<file path="src/rtl/key_debounce_pkg.sv">
// Shared constants and helpers for the four-key debounce block.
// Channel order matches the board pins B2..B5 feeding the ColorBar key inputs.
package key_pkg;

    localparam int KEY_S_IDX = 0;
    localparam int KEY_D_IDX = 1;
    localparam int KEY_F_IDX = 2;
    localparam int KEY_G_IDX = 3;

    // Default timing at a 50 MHz system clock.
    localparam int DEB_CYCLES_DEF    = 1_000_000;  // 20 ms
    localparam int REPEAT_DELAY_DEF  = 25_000_000; // 500 ms
    localparam int REPEAT_PERIOD_DEF = 5_000_000;  // 100 ms

    // Width of a counter that must hold values 0 .. n-1.
    function automatic int cnt_width(input int n);
        return (n <= 2) ? 1 : $clog2(n);
    endfunction

endpackage

</file>
<file path="src/rtl/key_debounce_if.sv">
// Key bus between the board pins and the ColorBar pattern logic.
// master = board/stimulus side, slave = the debounce block.
interface key_debounce_if #(
    parameter int NUM_KEYS = 4
);
    logic [NUM_KEYS-1:0] key_n_raw;
    logic [NUM_KEYS-1:0] key_level;
    logic [NUM_KEYS-1:0] key_press;
    logic [NUM_KEYS-1:0] key_release;

    modport master (
        output key_n_raw,
        input  key_level,
        input  key_press,
        input  key_release
    );

    modport slave (
        input  key_n_raw,
        output key_level,
        output key_press,
        output key_release
    );
endinterface

</file>
<file path="src/rtl/key_debounce_ch.sv">
// One key channel: 2-FF synchroniser, debounce counter, press/release pulses.
// Optional auto-repeat of the press pulse when KEY_REPEAT_EN is defined.
module key_debounce_ch
    import key_pkg::*;
#(
    parameter int DEB_CYCLES    = DEB_CYCLES_DEF,
    parameter int REPEAT_DELAY  = REPEAT_DELAY_DEF,
    parameter int REPEAT_PERIOD = REPEAT_PERIOD_DEF
) (
    input  logic clk,
    input  logic reset,
    input  logic key_n_raw,
    output logic key_level,
    output logic key_press,
    output logic key_release
);

    localparam int               DEB_W    = cnt_width(DEB_CYCLES);
    localparam logic [DEB_W-1:0] DEB_LAST = DEB_W'(DEB_CYCLES - 1);

    // Reject unusable timing at elaboration.
    if (DEB_CYCLES < 2 || REPEAT_DELAY < 1 || REPEAT_PERIOD < 1) begin : g_bad_cfg
        $error("key_debounce_ch: invalid timing parameters");
    end

    logic             sync1;
    logic             sync2;
    logic [DEB_W-1:0] deb_cnt;
    logic             pressed_s;
    logic             deb_done;
    logic             rpt_hit;

    always_comb begin
        pressed_s = ~sync2;
        deb_done  = (pressed_s != key_level) && (deb_cnt == DEB_LAST);
    end

    always_ff @(posedge clk) begin
        if (reset) begin
            sync1       <= 1'b1;
            sync2       <= 1'b1;
            deb_cnt     <= '0;
            key_level   <= 1'b0;
            key_press   <= 1'b0;
            key_release <= 1'b0;
        end else begin
            sync1       <= key_n_raw;
            sync2       <= sync1;
            key_press   <= (deb_done & pressed_s) | rpt_hit;
            key_release <= deb_done & ~pressed_s;
            // Any return to the accepted level, or an accepted change, restarts the count.
            if (pressed_s == key_level || deb_done)
                deb_cnt <= '0;
            else
                deb_cnt <= deb_cnt + 1'b1;
            if (deb_done)
                key_level <= pressed_s;
        end
    end

`ifdef KEY_REPEAT_EN
    localparam int RPT_MAX = (REPEAT_DELAY > REPEAT_PERIOD) ? REPEAT_DELAY : REPEAT_PERIOD;
    localparam int RPT_W   = cnt_width(RPT_MAX);
    localparam logic [RPT_W-1:0] RPT_DLY_LAST = RPT_W'(REPEAT_DELAY - 1);
    localparam logic [RPT_W-1:0] RPT_PER_LAST = RPT_W'(REPEAT_PERIOD - 1);

    logic [RPT_W-1:0] rpt_cnt;
    logic             rpt_armed;

    // deb_done while held is a release; it wins over a coincident repeat.
    always_comb begin
        rpt_hit = key_level && !deb_done &&
                  (rpt_cnt == (rpt_armed ? RPT_PER_LAST : RPT_DLY_LAST));
    end

    always_ff @(posedge clk) begin
        if (reset) begin
            rpt_cnt   <= '0;
            rpt_armed <= 1'b0;
        end else if (!key_level || deb_done) begin
            rpt_cnt   <= '0;
            rpt_armed <= 1'b0;
        end else if (rpt_hit) begin
            rpt_cnt   <= '0;
            rpt_armed <= 1'b1;
        end else begin
            rpt_cnt   <= rpt_cnt + 1'b1;
        end
    end
`else
    assign rpt_hit = 1'b0;
`endif

endmodule

</file>
<file path="src/rtl/key_debounce.sv">
// Four-channel push-button conditioner: NUM_KEYS independent debounce channels.
// Build option: KEY_REPEAT_EN adds auto-repeat press pulses while a key is held.
module key_debounce
    import key_pkg::*;
#(
    parameter int NUM_KEYS      = 4,
    parameter int DEB_CYCLES    = DEB_CYCLES_DEF,
    parameter int REPEAT_DELAY  = REPEAT_DELAY_DEF,
    parameter int REPEAT_PERIOD = REPEAT_PERIOD_DEF
) (
    input  logic           clk,
    input  logic           reset,
    key_debounce_if.slave  kb
);

    logic [NUM_KEYS-1:0] lvl;
    logic [NUM_KEYS-1:0] prs;
    logic [NUM_KEYS-1:0] rel;

    for (genvar i = 0; i < NUM_KEYS; i++) begin : g_ch
        key_debounce_ch #(
            .DEB_CYCLES    (DEB_CYCLES),
            .REPEAT_DELAY  (REPEAT_DELAY),
            .REPEAT_PERIOD (REPEAT_PERIOD)
        ) u_ch (
            .clk         (clk),
            .reset       (reset),
            .key_n_raw   (kb.key_n_raw[i]),
            .key_level   (lvl[i]),
            .key_press   (prs[i]),
            .key_release (rel[i])
        );
    end

    assign kb.key_level   = lvl;
    assign kb.key_press   = prs;
    assign kb.key_release = rel;

endmodule

</file>
<file path="src/flat_wrapper.sv">
// flat-port wrapper written by rule: the top's interface ports become plain ports
module key_debounce_flat import key_pkg::*;
#(
    parameter int NUM_KEYS      = 4,
    parameter int DEB_CYCLES    = DEB_CYCLES_DEF,
    parameter int REPEAT_DELAY  = REPEAT_DELAY_DEF,
    parameter int REPEAT_PERIOD = REPEAT_PERIOD_DEF
)
  (clk, reset, kb_key_n_raw, kb_key_level, kb_key_press, kb_key_release);
  key_debounce_if #(.NUM_KEYS(NUM_KEYS)) kb_i ();
  input  logic clk;
  input  logic reset;
  input wire logic [$bits(kb_i.key_n_raw)-1:0] kb_key_n_raw;
  output wire logic [$bits(kb_i.key_level)-1:0] kb_key_level;
  output wire logic [$bits(kb_i.key_press)-1:0] kb_key_press;
  output wire logic [$bits(kb_i.key_release)-1:0] kb_key_release;
  assign kb_i.key_n_raw = kb_key_n_raw;
  assign kb_key_level = kb_i.key_level;
  assign kb_key_press = kb_i.key_press;
  assign kb_key_release = kb_i.key_release;
  key_debounce #(.NUM_KEYS(NUM_KEYS), .DEB_CYCLES(DEB_CYCLES), .REPEAT_DELAY(REPEAT_DELAY), .REPEAT_PERIOD(REPEAT_PERIOD)) u_core (.clk(clk), .reset(reset), .kb(kb_i));
endmodule
</file>
<file path="config.mk">
export PLATFORM = sky130hd
export DESIGN_NAME = key_debounce_flat
export DESIGN_NICKNAME = d
export VERILOG_FILES = /design/src/rtl/key_debounce_pkg.sv /design/src/rtl/key_debounce_if.sv /design/src/rtl/key_debounce_ch.sv /design/src/rtl/key_debounce.sv /design/src/flat_wrapper.sv
export SDC_FILE = /design/constraint.sdc
export NUM_CORES = 1
export LEC_CHECK = 0
export BUFFER_PORTS_ARGS = -buffer_cell sky130_fd_sc_hd__buf_2
export CAP_MARGIN = 25
export CORE_ASPECT_RATIO = 1.1
export CORE_MARGIN = 4
export CORE_UTILIZATION = 40
export DETAILED_ROUTE_END_ITERATION = 6
export GPL_TIMING_DRIVEN = 0
export PLACE_DENSITY = 0.66
export SYNTH_ARGS = -nofsm -noshare
export SYNTH_HDL_FRONTEND = slang
export SYNTH_SLANG_ARGS = --single-unit
</file>
<file path="constraint.sdc">
create_clock -name clk -period 6.7 [get_ports clk]
set_clock_uncertainty 0.2 [all_clocks]
set_input_delay 0.67 -clock clk [delete_from_list [all_inputs] [get_ports clk]]
set_output_delay 0.67 -clock clk [all_outputs]
set_load 0.005 [all_outputs]
</file>
After elaboration in Yosys (flattened, before gate mapping)
Cells that the tools add are included.
- equal/unequal tests: 12
- reduce and logical (&&, ||, !) cells: 12
- add/subtract/negate cells: 4
- bitwise operators: 12
- operators with widths (cell ; count):
    20-bit by 1-bit adder with 20-bit output (second input constant) ; 4
    20-bit == test (second input constant) ; 4
    1-bit AND ; 8
    2-bit OR reduction ; 4
    1-bit == test ; 4
    1-bit logical AND ; 4
    1-bit logical OR ; 4
    1-bit inequality test ; 4
    1-bit inverter ; 4
- logic and storage cells: 64
- input port bits: 6
- register bits: 100
- output and inout bits: 12

Logic depth before layout (Yosys ltp)
Gate-level depths: netlist of run 1.
- word-level depth: 5
- gate-level depth with buffers: 8
- gate-level depth less buffers: 5

By module
From an unflattened synthesis of run 1, not the netlist that was laid out.
- cell total of the unflattened synthesis: 480
- area, all modules: 4284.1 um^2
- modules (own cells, without submodules) (module ; cells each ; area each (um^2) ; sequential area each (um^2) ; times used):
    key_debounce_ch ; 120 ; 1071.0 ; 500.5 ; 4

Least setup slack after synthesis of run 1
No wires, ideal clock.
- kind: register to register
- start point: register u_core.g_ch[2].u_ch.deb_cnt[0]
- end point: register u_core.g_ch[2].u_ch.deb_cnt[10]
- slack: 4482 ps
- data required time: 6383 ps
- path buffers: 1
- setup time: 117 ps
- arrival: 1901 ps
- stages on the path, launching flop included: 7
- clock period less this slack: 2218 ps
- path through: dfxtp_1 -> ha_1 -> nand3_1 -> or4_1 -> o21ai_2 -> buf_2 -> nor2_1
- longest elaborated chain between the ends: 4
- elaborated cells between the ends (all ways): 5
- classes of those cells: 1 x add/sub; 1 x eq/ne; 3 x reduce/logical
- RTL lines (item ; RTL line ; RTL):
    start, declared ; key_debounce_ch.sv:28 ; logic [DEB_W-1:0] deb_cnt;
    start signal, assigned ; key_debounce_ch.sv:55 ; deb_cnt <= deb_cnt + 1'b1;
    branches (longest 4 deep; another with 20-bit by 1-bit adder with 20-bit output) ; n/a ;
Parallel ways; which one is timed is not known.
A chain may end at the register's enable or synchronous reset.

Worst setup path in the final report of run 1
- start point: register u_core.g_ch[1].u_ch.deb_cnt[0]
- end point: register u_core.g_ch[1].u_ch.deb_cnt[6]
- longest elaborated chain between the ends: 4
- elaborated cells between the ends (all ways): 5
- classes of those cells: 1 x add/sub; 1 x eq/ne; 3 x reduce/logical
- RTL lines (item ; RTL line):
    start, declared ; key_debounce_ch.sv:28
    start signal, assigned ; key_debounce_ch.sv:55
    branches (longest 4 deep; another with 20-bit by 1-bit adder with 20-bit output) ; n/a
Parallel ways; which one is timed is not known.

==> impl_metrics.ini, run 1 <==
[setup_path]
critPathMaxStageDelay_ps = 700
worstPathRequired_ps = 6720
critPathSlowestCell = o31ai_2
critPathCaptureType = flip-flop
cp-start-kind = flip-flop
reg2reg_depth = 7
worstSetupPathType = flip-flop to flip-flop
cpLargestDelayFamily = compound AO/OA/AOI/OAI gates
critPathMaxFanout = 10
worstPathCellList = ha_1, and3_1, clkbuf_1, nand3_1, o31ai_2, buf_2, nor2_1
cp.depth = 7
worstPathArrival_ps = 2770
path_buf_inv = 2

[drt]
wl_per_cell_um = 12.2
totalWireLength_um = 8120
drtPass1Iterations = 4
ant_nets = 0
drc = 0
vias_per_cell = 5.10
drt_iter0_markers = 168
dr_total_vias = 3389

[clocking]
cts_tree = yes
path_clk_slew_ps = 70
cts_setup_buffers = 0
cts_buffers = 9
cts.path.max_buffers = 2
cts_hold_buffers = 0
cts.sinks = 100
cts_resized = 0
clk_root_buffer_cell = clkbuf_16
h-tree-depth = 3
insertion_delay_ps = 340

[timing]
setup_viol = 0
setup_ws_ps = 3950
relSlewSlack_pct = 49.5
hold_viol_final = 0
worst_pin_slew_ps = 753
setup-tns-final_ps = 0
max_freq_mhz = 364
slew_violations = 0
hold_ws_ps = 211
post-route-min-period_ps = 2750
timing.final.crit_share_pct = 41.0
rsz0062_at_grt = no

[run]
drv_cap = 0

[placement]
port_buffers = 17
gp_congestion = 0.827
hpwl_um = 5770
preCtsSetupSlack_ps = 4000

[final_layout]
insertedDiodeCount = 0
layout.nets = 526
area_delta_synth_final_pct = 13.5
final_common_cell = dfxtp_1
final_cell_mix = 100 x dfxtp_1, 73 x nor2_1, 37 x xnor2_1
utilization_pct = 46.8
layout-drive-gt1-share_pct = 12.5

[floorplan]
start_util_pct = 41.2
die_w_um = 107
fp-row-count = 39
io_pins = 18
die_h_um = 117
die_area_um2 = 12500
core_um2 = 10500

[grt]
grt_antenna_before_repair = 0
grt.total_usage_pct = 13.5
grt_pass1_wl_um = 14000
grt_pass1_vias = 3109
grt.overflow.total = 0
grt_max_degree = 16

[synth]
synthSimpleGateAreaFrac_pct = 28.9
synthAdderAreaFrac_pct = 1.16
yosysSeqAreaShare_pct = 46.3
synth_compound_area_share_pct = 6.65
syn_area_um2 = 4330
ys_ff_latch = 100
avgSynthCellArea_um2 = 8.87
synth_top_family_by_area = simple AND/OR/NAND/NOR gates
synthMuxAreaShare_pct = 0
syn-instance-count = 488
synth_xor_area_share_pct = 11.7
synth_fp_nets = 498
synth.distinct_cells = 38
ys_warn_count = 0

[hold_path]
holdPathStages = 1
hold_path_class = flip-flop to flip-flop

[run_status]
status = finished, final reports clean

[power]
peakVddDrop_uv = 141
power.leakage_nw = 1.52
power_density_nw_per_um2 = 237
==> cell usage after synthesis, drive strengths merged <==
cell type,number,area share [%]
or3,8,1.2
nor4,20,2.9
nor2,73,6.3
nor4b,6,1.2
o31ai,10,1.9
inv,20,1.7
and3,6,0.87
nand2,18,1.6
dfxtp,100,46
nand3,28,3.4
or4,13,2.3
nand4,22,3.2
a211o,2,0.40
a311oi,2,0.40
a211oi,2,0.35
or3b,2,0.40
buf,17,2.6
nand4b,2,0.40
nor3,14,1.6
a31o,1,0.20
nor4bb,1,0.23
xor2,21,4.3
ha,4,1.2
clkbuf,10,0.87
a21oi,20,2.3
or2,9,1.3
nand3b,1,0.17
and2,2,0.29
and4,8,1.6
xnor2,37,7.5
o21ai,9,1.1
==> cell families after synthesis <==
family	after synthesis
xor+xnor	58
buf+inv	47
compound gates	46
flops	100
simple gates	233
fa+ha+maj	4
==> sequential cells by signal (all words and copies together), names as in the netlist <==
register / count
u_core.g_ch.u_ch.key_level: 4
u_core.g_ch.u_ch.key_press: 4
u_core.g_ch.u_ch.key_release: 4
u_core.g_ch.u_ch.sync1: 4
u_core.g_ch.u_ch.sync2: 4
u_core.g_ch.u_ch.deb_cnt: 80
==> path summary, 6_finish.rpt <==
check,slack (ps),end,startpoint
hold / removal,210,u_core.g_ch[3].u_ch.sync2,u_core.g_ch[3].u_ch.sync1
setup / recovery,3950,u_core.g_ch[1].u_ch.deb_cnt[6],u_core.g_ch[1].u_ch.deb_cnt[0]
hold reg to reg,210,u_core.g_ch[3].u_ch.sync2,u_core.g_ch[3].u_ch.sync1
setup reg to reg,3950,u_core.g_ch[1].u_ch.deb_cnt[6],u_core.g_ch[1].u_ch.deb_cnt[0]
==> metal layers <==
metal | GRT usage (%) | share of wire, %
met5 | 0 | 0
met4 | 4.09 | 1.3
met1 | 17.4 | 49
met2 | 23.0 | 46
met3 | 2.63 | 3.5
==> area by class of cell <==
type,instances,area [um^2]
buffer,27,151
clock buffer,12,246
clock inverter,4,72.6
fill,1010,5580
inverter,20,75.1
multi-input combinational,341,2100
sequential,100,2000
tap,143,179
timing repair buffer,17,85.1
==> power breakdown <==
part	total (mW)	internal, mW	switching [mW]
clock network	0.549	0.337	0.212
registers	0.599	0.597	0.00220
logic	0.0132	0.00455	0.00868
==> metrics by stage <==
stage	power [mW]	cell area, um^2	instances
after floorplan	0.621	4330	488
after global placement	0.626	4590	648
after detailed placement	0.626	4590	648
after CTS	1.18	4910	664
after global routing	1.20	4910	664
final	1.16	4910	664
No activity file was read; power rests on OpenSTA's default activity.
==> run 2: changes to the inputs <==
ABC_AREA = 1   (was default)
clock period = 2.7 ns   (was 6.7 ns; I/O delays follow)
==> run 2 against run 1 <==
  * First-iteration DRC count up 23%
  * Sequential power up 150%
  * Wire length up 18%
  * Non-clock buffer count down 5
  * Synthesized cell count up 48%
  * Critical path type unchanged
  * Largest cell class unchanged
==> impl_metrics.ini, run 2 <==
[clocking]
cts.sinks = 100
path_clk_slew_ps = 70
insertion_delay_ps = 340
clk_root_buffer_cell = clkbuf_16
cts.path.max_buffers = 2
h-tree-depth = 3
cts_buffers = 9
cts_setup_buffers = 0
cts_tree = yes

[final_layout]
layout-drive-gt1-share_pct = 11.6
largest_reg_flops = 80
insertedDiodeCount = 0
regMostFlops = u_core.g_ch.u_ch.deb_cnt
layout.nets = 764
final_common_cell = nand2_1
area_delta_synth_final_pct = 12.4
final_cell_mix = 189 x nand2_1, 156 x nor2_1, 100 x dfxtp_1
finalNonFillerCells = 913

[drt]
wl_per_cell_um = 10.5
drtPass1Iterations = 5
drt_iter0_markers = 206
ant_nets = 0
totalWireLength_um = 9580
dr_total_vias = 4193
vias_per_cell = 4.59
drc = 0

[synth]
synth-async-reset-ratio_pct = 0
ys_ff_latch = 100
yosys-top-cells-count = 189 x nand2_1, 156 x nor2_1, 100 x dfxtp_1
synth.area.top_cells = dfxtp_1 40%, nand2_1 14%, nor2_1 12%
syn_area_um2 = 4940
synth-edff-count = 0
ys_warn_count = 0
synth.distinct_cells = 31
synth_ff_type = dfxtp_1
yosysSeqAreaShare_pct = 40.5
syn-instance-count = 722
avgSynthCellArea_um2 = 6.85
synth.most_common_cell = nand2_1
yosysTopAreaCell = dfxtp_1
synth_fp_nets = 732
synth_top_area_share_pct = 40.5

[grt]
grt_max_degree = 19
grt_pass1_vias = 3873
grt_pass1_wl_um = 17000
grt_antenna_before_repair = 0
grt.overflow.total = 0
grt.total_usage_pct = 14.3

[run]
drv_cap = 0

[setup_path]
cp-start-kind = flip-flop
critPathSlowestCell = dfxtp_1
worstPathCellList = ha_1, nand2_1, nor2_2, nand3_2, o21ai_4, buf_8, nor2_2
path_buf_inv = 1
worstPathArrival_ps = 1920
critPathMaxFanout = 10
critPathCaptureType = flip-flop
cpMostUsedCell = nor2_2
worstSetupPathType = flip-flop to flip-flop
cpLargestDelayFamily = flip-flops
cp.depth = 7
reg2reg_depth = 7
worstPathRequired_ps = 2730
critPathMaxStageDelay_ps = 410

[placement]
gp_congestion = 0.872
hpwl_um = 7170
dp_cells = 893
port_buffers = 17

[timing]
post-route-min-period_ps = 1890
slew_violations = 0
worst_pin_slew_ps = 369
timing.final.crit_share_pct = 70.0
max_freq_mhz = 529
hold_viol_final = 0
relSlewSlack_pct = 75.2
rsz0062_at_grt = no
setup-tns-final_ps = 0
setup_viol = 0

[floorplan]
die_area_um2 = 14200
fp-row-count = 42
io_pins = 18
core_um2 = 12100
die_h_um = 125
start_util_pct = 40.9
die_w_um = 114

[power]
power.leakage_nw = 1.87
peakVddDrop_uv = 281
power_density_nw_per_um2 = 501

[hold_path]
hold_path_class = primary input to flip-flop
holdPathStages = 4

[run_status]
status = finished, final reports clean
-- run 2: stage by stage --
step	total power, mW	util (%)	cell area (um^2)	hold WS (ps)	setup WS [ps]
global route	2.90	46.0	5560	115	678
global placement	1.56	43.2	5220	192	819
CTS	2.82	46.0	5560	79.5	790
detailed placement	1.56	43.2	5220	194	807
floorplan	1.54	-	4940	174	1070
finish	2.78	46.0	5560	84.6	811
-- run 2: layer usage --
metal	track usage [%]	vias to the layer above	wire length, um
li1	-	2285	-
met1	18.9	1851	4700
met2	23.4	45	4530
met3	1.65	12	209
met4	5.87	0	139
met5	0	-	0
-- run 2: path summary, 6_finish.rpt --
path | from | endpoint | slack (ps)
hold / removal | reset | u_core.g_ch[1].u_ch.key_release | 80
hold reg to reg | u_core.g_ch[1].u_ch.sync1 | u_core.g_ch[1].u_ch.sync2 | 210
setup reg to reg | u_core.g_ch[0].u_ch.deb_cnt[0] | u_core.g_ch[0].u_ch.deb_cnt[6] | 810
setup / recovery | u_core.g_ch[0].u_ch.deb_cnt[0] | u_core.g_ch[0].u_ch.deb_cnt[6] | 810
-- run 2: cells by family (layout without fill, tap and decap cells) --
kind of cell / count (synthesis) / after routing / synth area share (%)
compound gates: 42 / 42 / 4.88
xor+xnor: 37 / 37 / 6.55
fa+ha+maj: 4 / 4 / 1.01
buf+inv: 93 / 130 / 8.55
flops: 100 / 100 / 40.5
simple gates: 446 / 446 / 38.5
-- run 2: area by class of cell --
type | count | area, um^2
Multi-Input combinational cell | 529 | 2520
Timing Repair Buffer | 21 | 125
Tap cell | 154 | 193
Inverter | 75 | 282
Clock inverter | 6 | 55.1
Fill cell | 1258 | 6530
Buffer | 18 | 141
Sequential cell | 100 | 2000
Clock buffer | 10 | 239
-- run 2: timing repair --
| item | 4_1_cts | 5_1_grt |
|---|---|---|
| gates resized for setup | 0 | 0 |
| endpoints found under the hold margin | 4 | 0 |
| setup endpoints to repair | 0 | 0 |
| hold buffers | 4 | 0 |
-- run 2: where the power goes --
group / internal [mW] / switching [mW]
Combinational: 0.0175 / 0.0235
Clock: 0.669 / 0.587
Sequential: 1.48 / 0.00452
-- run 2: tightest hold or removal path, stage by stage --
cell	delay, ps
buf_2	120
nor2_1	50
nand2_1	80
nor2_1	50
